<file path="config.mk">
export PLATFORM = sky130hd
export DESIGN_NAME = stage_d_writeback_buffered
export DESIGN_NICKNAME = d
export VERILOG_FILES = /design/src/rtl/stage_d_writeback_buffered_pkg.sv /design/src/rtl/stage_d_writeback_buffered_wb_write_fifo.sv /design/src/rtl/stage_d_writeback_buffered.sv
export SDC_FILE = /design/constraint.sdc
export NUM_CORES = 1
export LEC_CHECK = 0
export CELL_PAD_IN_SITES_DETAIL_PLACEMENT = 0
export CELL_PAD_IN_SITES_GLOBAL_PLACEMENT = 1
export CORE_MARGIN = 1
export CORE_UTILIZATION = 53
export DETAILED_ROUTE_END_ITERATION = 6
export DONT_BUFFER_PORTS = 1
export PLACE_DENSITY = 0.89
export SETUP_SLACK_MARGIN = 0.4
export SYNTH_ARGS = -nofsm -noshare
export SYNTH_HDL_FRONTEND = slang
export SYNTH_HIERARCHICAL = 1
export SYNTH_SLANG_ARGS = --single-unit
</file>
<file path="constraint.sdc">
create_clock -name clk -period 5.9 [get_ports clk]
set_input_delay 1.18 -clock clk [delete_from_list [all_inputs] [get_ports clk]]
set_output_delay 1.18 -clock clk [all_outputs]
set_load 0.03 [all_outputs]
</file>
<file path="src/rtl/stage_d_writeback_buffered_pkg.sv">
// Shared opcode definitions for the A-D pipeline stages.
package stage_d_writeback_buffered_pkg;

  localparam int OPCODE_MSB = 3;

  typedef enum logic [OPCODE_MSB:0] {
    OP_NOP    = 4'd0,
    OP_ALU    = 4'd1,
    OP_LOAD   = 4'd2,
    OP_STORE  = 4'd3,
    OP_BRANCH = 4'd4
  } opcode_e;

endpackage

</file>
<file path="src/rtl/stage_d_writeback_buffered_wb_write_fifo.sv">
// Posted-write buffer: ordered storage of pending data-memory writes with
// optional newest-entry coalescing and a newest-match forwarding lookup.
module wb_write_fifo #(
  parameter int A_WIDTH  = 12,
  parameter int D_WIDTH  = 8,
  parameter int DEPTH    = 4,
  parameter int COALESCE = 1
) (
  input  logic                         clk,
  input  logic                         reset,
  input  logic                         push,
  input  logic [A_WIDTH-1:0]           push_addr,
  input  logic [D_WIDTH-1:0]           push_data,
  input  logic                         pop,
  output logic [A_WIDTH-1:0]           head_addr,
  output logic [D_WIDTH-1:0]           head_data,
  output logic [$clog2(DEPTH+1)-1:0]   count,
  input  logic [A_WIDTH-1:0]           fwd_addr,
  output logic                         fwd_hit,
  output logic [D_WIDTH-1:0]           fwd_data
);
  import stage_d_writeback_buffered_pkg::*;

  localparam int PTR_W = $clog2(DEPTH);
  localparam int CNT_W = $clog2(DEPTH+1);

  logic [A_WIDTH-1:0] addr_q [DEPTH];
  logic [D_WIDTH-1:0] data_q [DEPTH];
  logic [PTR_W-1:0]   wr_ptr, rd_ptr, tail_ptr;
  logic               merge, alloc;

  assign tail_ptr = wr_ptr - PTR_W'(1);

  // The tail may only absorb a write if it is not the entry leaving this cycle.
  assign merge = (COALESCE != 0) && push && (count != '0) &&
                 (addr_q[tail_ptr] == push_addr) &&
                 !(pop && (count == CNT_W'(1)));
  assign alloc = push && !merge;

  always_ff @(posedge clk) begin
    if (reset) begin
      wr_ptr <= '0;
      rd_ptr <= '0;
      count  <= '0;
    end else begin
      if (alloc) wr_ptr <= wr_ptr + PTR_W'(1);
      if (pop)   rd_ptr <= rd_ptr + PTR_W'(1);
      case ({alloc, pop})
        2'b10:   count <= count + CNT_W'(1);
        2'b01:   count <= count - CNT_W'(1);
        default: count <= count;
      endcase
    end
  end

  always_ff @(posedge clk) begin
    if (alloc) begin
      addr_q[wr_ptr] <= push_addr;
      data_q[wr_ptr] <= push_data;
    end else if (merge) begin
      data_q[tail_ptr] <= push_data;
    end
  end

  assign head_addr = addr_q[rd_ptr];
  assign head_data = data_q[rd_ptr];

  // Walk oldest to newest so a later match overrides an earlier one.
  always_comb begin
    logic [PTR_W-1:0] idx;
    fwd_hit  = 1'b0;
    fwd_data = '0;
    idx      = '0;
    for (int i = 0; i < DEPTH; i++) begin
      idx = rd_ptr + PTR_W'(i);
      if ((CNT_W'(i) < count) && (addr_q[idx] == fwd_addr)) begin
        fwd_hit  = 1'b1;
        fwd_data = data_q[idx];
      end
    end
  end

endmodule

</file>
<file path="src/rtl/stage_d_writeback_buffered.sv">
// Final pipeline stage: registers the retiring opcode and posts data-memory
// writes into a drain buffer with forwarding to earlier stages.
module stage_d_writeback_buffered #(
  parameter int A_WIDTH  = 12,
  parameter int D_WIDTH  = 8,
  parameter int DEPTH    = 4,
  parameter int COALESCE = 1
) (
  input  logic                                                   clk,
  input  logic                                                   reset,
  input  logic [stage_d_writeback_buffered_pkg::OPCODE_MSB:0]    operation_in,
  input  logic                                                   valid_in,
  output logic                                                   ready_out,
  input  logic                                                   wr_in,
  input  logic [A_WIDTH-1:0]                                     dp,
  input  logic [D_WIDTH-1:0]                                     d_in,
  output logic [stage_d_writeback_buffered_pkg::OPCODE_MSB:0]    operation,
  output logic                                                   valid_out,
  input  logic                                                   ready_in,
  output logic                                                   dce,
  output logic [A_WIDTH-1:0]                                     da,
  output logic [D_WIDTH-1:0]                                     dq,
  input  logic                                                   dack,
  input  logic [A_WIDTH-1:0]                                     fwd_addr,
  output logic                                                   fwd_hit,
  output logic [D_WIDTH-1:0]                                     fwd_data,
  output logic [$clog2(DEPTH+1)-1:0]                             count
);
  import stage_d_writeback_buffered_pkg::*;

  localparam int CNT_W = $clog2(DEPTH+1);

  logic accept, push, pop;

  // Backpressure depends only on downstream ready and buffer occupancy.
  assign ready_out = (!valid_out || ready_in) && (count != CNT_W'(DEPTH));
  assign accept    = valid_in && ready_out;
  assign push      = accept && wr_in;
  assign dce       = (count != '0);
  assign pop       = dce && dack;

  always_ff @(posedge clk) begin
    if (reset) begin
      operation <= '0;
      valid_out <= 1'b0;
    end else if (accept) begin
      operation <= operation_in;
      valid_out <= 1'b1;
    end else if (ready_in) begin
      valid_out <= 1'b0;
    end
  end

  wb_write_fifo #(
    .A_WIDTH  (A_WIDTH),
    .D_WIDTH  (D_WIDTH),
    .DEPTH    (DEPTH),
    .COALESCE (COALESCE)
  ) u_fifo (
    .clk       (clk),
    .reset     (reset),
    .push      (push),
    .push_addr (dp),
    .push_data (d_in),
    .pop       (pop),
    .head_addr (da),
    .head_data (dq),
    .count     (count),
    .fwd_addr  (fwd_addr),
    .fwd_hit   (fwd_hit),
    .fwd_data  (fwd_data)
  );

endmodule
</file>
==> run metrics, run 1 <==
DR top layer met4; Mapped Cells 511; WS Path Type register to primary output; Ys Warns 6; Final Setup Violations 0; CTS resizes 0; RSZ-0062 raised after global routing no; initial antenna violation count 0; TritonCTS Buffers 9; met2 routed WL 7470 µm; metal1 wirelength 6280 µm; Register Area 2690 µm²; Clk network pwr share between 20% and 30%; final cell count without fillers between 600 and 700; Synth area leader edfxtp_1; Post-CTS Hold Fix Bufs 0; Top FF cell, synth edfxtp_1; area of the multi-input gates 3670 µm²; root buf cell clkbuf_16; nets@finish 552; post-layout util between 50% and 60%; drc violations 0; Starting Density 54.8%; share of layout cells above drive strength 1 21.0%; internal power 1.42 mW; Worst path most repeated cell buf_4; FMAX 195 MHz; Worst slew margin a little under half; library cells used by synthesis 57; Syn Area/Cell about 13 µm²; CTS tree done; CTS clk-pin slew, worst paths 0.06 ns; P&R area growth vs syn 6.24%; synthesized cell area 6640 µm²; Min Hold Slack approximately 0.6 ns; die area 13000 µm²; Port Buf Inserts 0; Chip Width 114 µm; post-route setup TNS 0 ns; #FFs+latches synth 94; critical-path cell list buf_4 > mux2i_1 > xnor2_1 > nor3_1 > o211ai_1 > or4_1 > mux2_4 > a2111oi_2 > buf_4; clk buf depth 2; Seq/Total Area, Yosys 40.4%; Starting DRT DRC Count 339; RePlAce Congestion 0.905; Clock Latency Late Sink 0.34 ns; Async SR Flop Fraction 0%; worst min-delay path class register to register; largest net degree at the start of global routing 43; Least-Margin Pin Slew ~0.77 ns; Maximum Capacitance Violations 0; I/O pin total between 80 and 90; DR WL/cell 22.5 µm; Chip Height 114 µm; CP top delay family simple AND/OR/NAND/NOR gates; Critical-path top delay cell or4_1; global-route wire length before repair 23400 µm; drt pass-1 iters 5; # diodes 0; post-CTS setup buffer count 0; FILL cells 995; Worst EP arrival about 3.9 ns; total global routing track utilization 24.3%; dpl hpwl between 10000 and 15000 µm; Crit Path Max Fanout 42; Rows 40; status complete, no violations; crit-path max cell delay 0.85 ns; DR WL met3 1220 µm; Comb pwr share 38.5%; part of the cycle the worst path needs 86.8%; routed wire length between 15000 and 20000 µm; startpoint class of the critical path register; largest cells by area after synthesis edfxtp_1 (36%), mux4_2 (18%), mux2i_1 (11%), xnor2_1 (7.0%), dfxtp_1 (4.2%); Worst Setup End Kind primary output; Worst Skew ~0.0056 ns; CP bufs+invs 2; final-report hold violation count 0; core area 12100 µm²; Post-synth EDFFs 80; sequential power share 38.6%; total gr overflow 0; fin. max-slew vios 0; via count 4352; Lkg Pwr 2.27 nW; WP data required 4.72 ns; CTS H-tree depth 3; antenna viol nets, final 0; clk sinks between 90 and 100; sw power 0.840 mW; vias in the first global route between 4000 and 5000; drt via density ~6.5; share of the synthesized area in the top cell type 36.2%; worst vdd ir approximately 200 µV; Power Density 320 nW/µm²; Post-Place Cells between 600 and 700; syn nets 562; Sw Ratio 37.2%; crit path time final slightly above 5 ns
-- worst reg2reg max path, cell delays in order, from the launching register on --
cell	delay, ns
dfxtp_1	0.42
inv_1	0.13
ha_1	0.82
mux4_2	0.43
xnor2_1	0.17
nand4_1	0.18
nor4_2	0.07
buf_4	0.17
nor2b_1	0.45
and2_1	0.72
-- layout by cell type, fill, tap and decap left out, types with 3 or more instances in the layout --
| cell type | count |
|---|---|
| o22ai_1 | 4 |
| mux2i_1 | 75 |
| o21ai_0 | 3 |
| nor3_1 | 16 |
| nand3_1 | 9 |
| and3_1 | 9 |
| nand4_1 | 4 |
| nor2_1 | 10 |
| a21boi_0 | 4 |
| a21oi_1 | 9 |
| mux4_2 | 53 |
| mux2_2 | 4 |
| edfxtp_1 | 80 |
| inv_1 | 14 |
| clkbuf_16 | 9 |
| nor4_1 | 4 |
| buf_4 | 21 |
| o211ai_1 | 4 |
| xor2_1 | 19 |
| ha_1 | 9 |
| nand2b_1 | 8 |
| nand2_1 | 14 |
| xnor2_1 | 53 |
| and2_1 | 5 |
| a221oi_1 | 8 |
| dfxtp_1 | 12 |
-- area by class of cell --
type / count / share of cell area [%]
clock inverters: 5 / 0.514
flip-flops and latches: 94 / 38.1
repair buffers: 21 / 2.24
inverters: 16 / 0.852
well taps: 168 / 2.98
clock buffers: 10 / 3.25
multi-input cells: 359 / 52.1
-- cell usage after synthesis (all sizes together), types with 5 or more instances --
cell	instances
edfxtp	80
nor4	7
a21oi	9
nand2b	8
mux4	53
xnor2	53
nand2	14
a221oi	8
xor2	19
clkbuf	16
ha	9
and2	7
nand3	9
mux2i	75
buf	26
and3	9
nor2	10
mux2	5
inv	15
dfxtp	14
nor3	17
-- worst paths after layout --
check,start,endpoint,slack (ns),cells past startpoint
worst max-delay path,u_fifo/rd_ptr[1]$_SDFFE_PP0P_,fwd_data[6],0.78,9
worst min-delay path,u_fifo/wr_ptr[1]$_SDFFE_PP0P_,u_fifo/wr_ptr[1]$_SDFFE_PP0P_,0.59,2
worst max register to register,u_fifo/wr_ptr[1]$_SDFFE_PP0P_,u_fifo/addr_q[1][5]$_DFFE_PP_,1.96,9
worst min register to register,u_fifo/wr_ptr[1]$_SDFFE_PP0P_,u_fifo/wr_ptr[1]$_SDFFE_PP0P_,0.59,2
-- layer usage --
| metal | GRT usage [%] | vias to the layer above |
|---|---|---|
| li1 | - | 1947 |
| met1 | 31.3 | 2231 |
| met2 | 40.8 | 157 |
| met3 | 7.01 | 17 |
| met4 | 5.80 | 0 |
| met5 | 0 | - |
-- flip-flops by register name (all words and copies together) (netlist names), named ones only --
name,cells
valid_out,1
u_fifo/rd_ptr,2
u_fifo/count,3
u_fifo/data_q,32
operation,4
u_fifo/wr_ptr,2
u_fifo/addr_q,48
-- logic make-up (layout without fill, tap and decap cells) --
kind of cell / count (synthesis) / after routing / share of synthesized area [%]
compound gates: 46 / 46 / 4.98
xor+xnor: 72 / 72 / 9.50
fa+ha+maj: 9 / 9 / 1.70
buf+inv: 58 / 52 / 4.28
flops: 94 / 94 / 40.4
mux: 133 / 133 / 30.2
simple gates: 99 / 99 / 8.95
-- power groups by stage --
stage	logic, mW	registers (mW)	clock network (mW)
2_1_floorplan	0.781	0.821	0
3_3_place_gp	0.852	0.882	0
3_5_place_dp	0.862	0.885	0
4_1_cts	0.867	0.870	0.528
5_1_grt	0.927	0.877	0.557
6_report	0.870	0.872	0.517
-- per-stage QoR --
| step | worst slack, ns | cell area (µm²) | total power, mW |
|---|---|---|---|
| 2_1_floorplan | 0.987 | 6640 | 1.60 |
| 3_5_place_dp | 1.18 | 6790 | 1.75 |
| 4_1_cts | 0.800 | 7050 | 2.27 |
| 5_1_grt | 0.564 | 7050 | 2.36 |
| 6_report | 0.780 | 7050 | 2.26 |
| 3_3_place_gp | 1.23 | 6790 | 1.73 |
Note: power is estimated with default switching activity, not from simulation.
==> run 2: changes to the inputs <==
--- a/config.mk
+++ b/config.mk
@@ -5,6 +5,7 @@
 export SDC_FILE = /design/constraint.sdc
 export NUM_CORES = 1
 export LEC_CHECK = 0
+export ABC_CLOCK_PERIOD_IN_PS = 5900
 export CELL_PAD_IN_SITES_DETAIL_PLACEMENT = 0
 export CELL_PAD_IN_SITES_GLOBAL_PLACEMENT = 1
 export CORE_MARGIN = 1
==> results of run 2 <==
The final DEF is identical to that of run 1; final timing and power are the same.
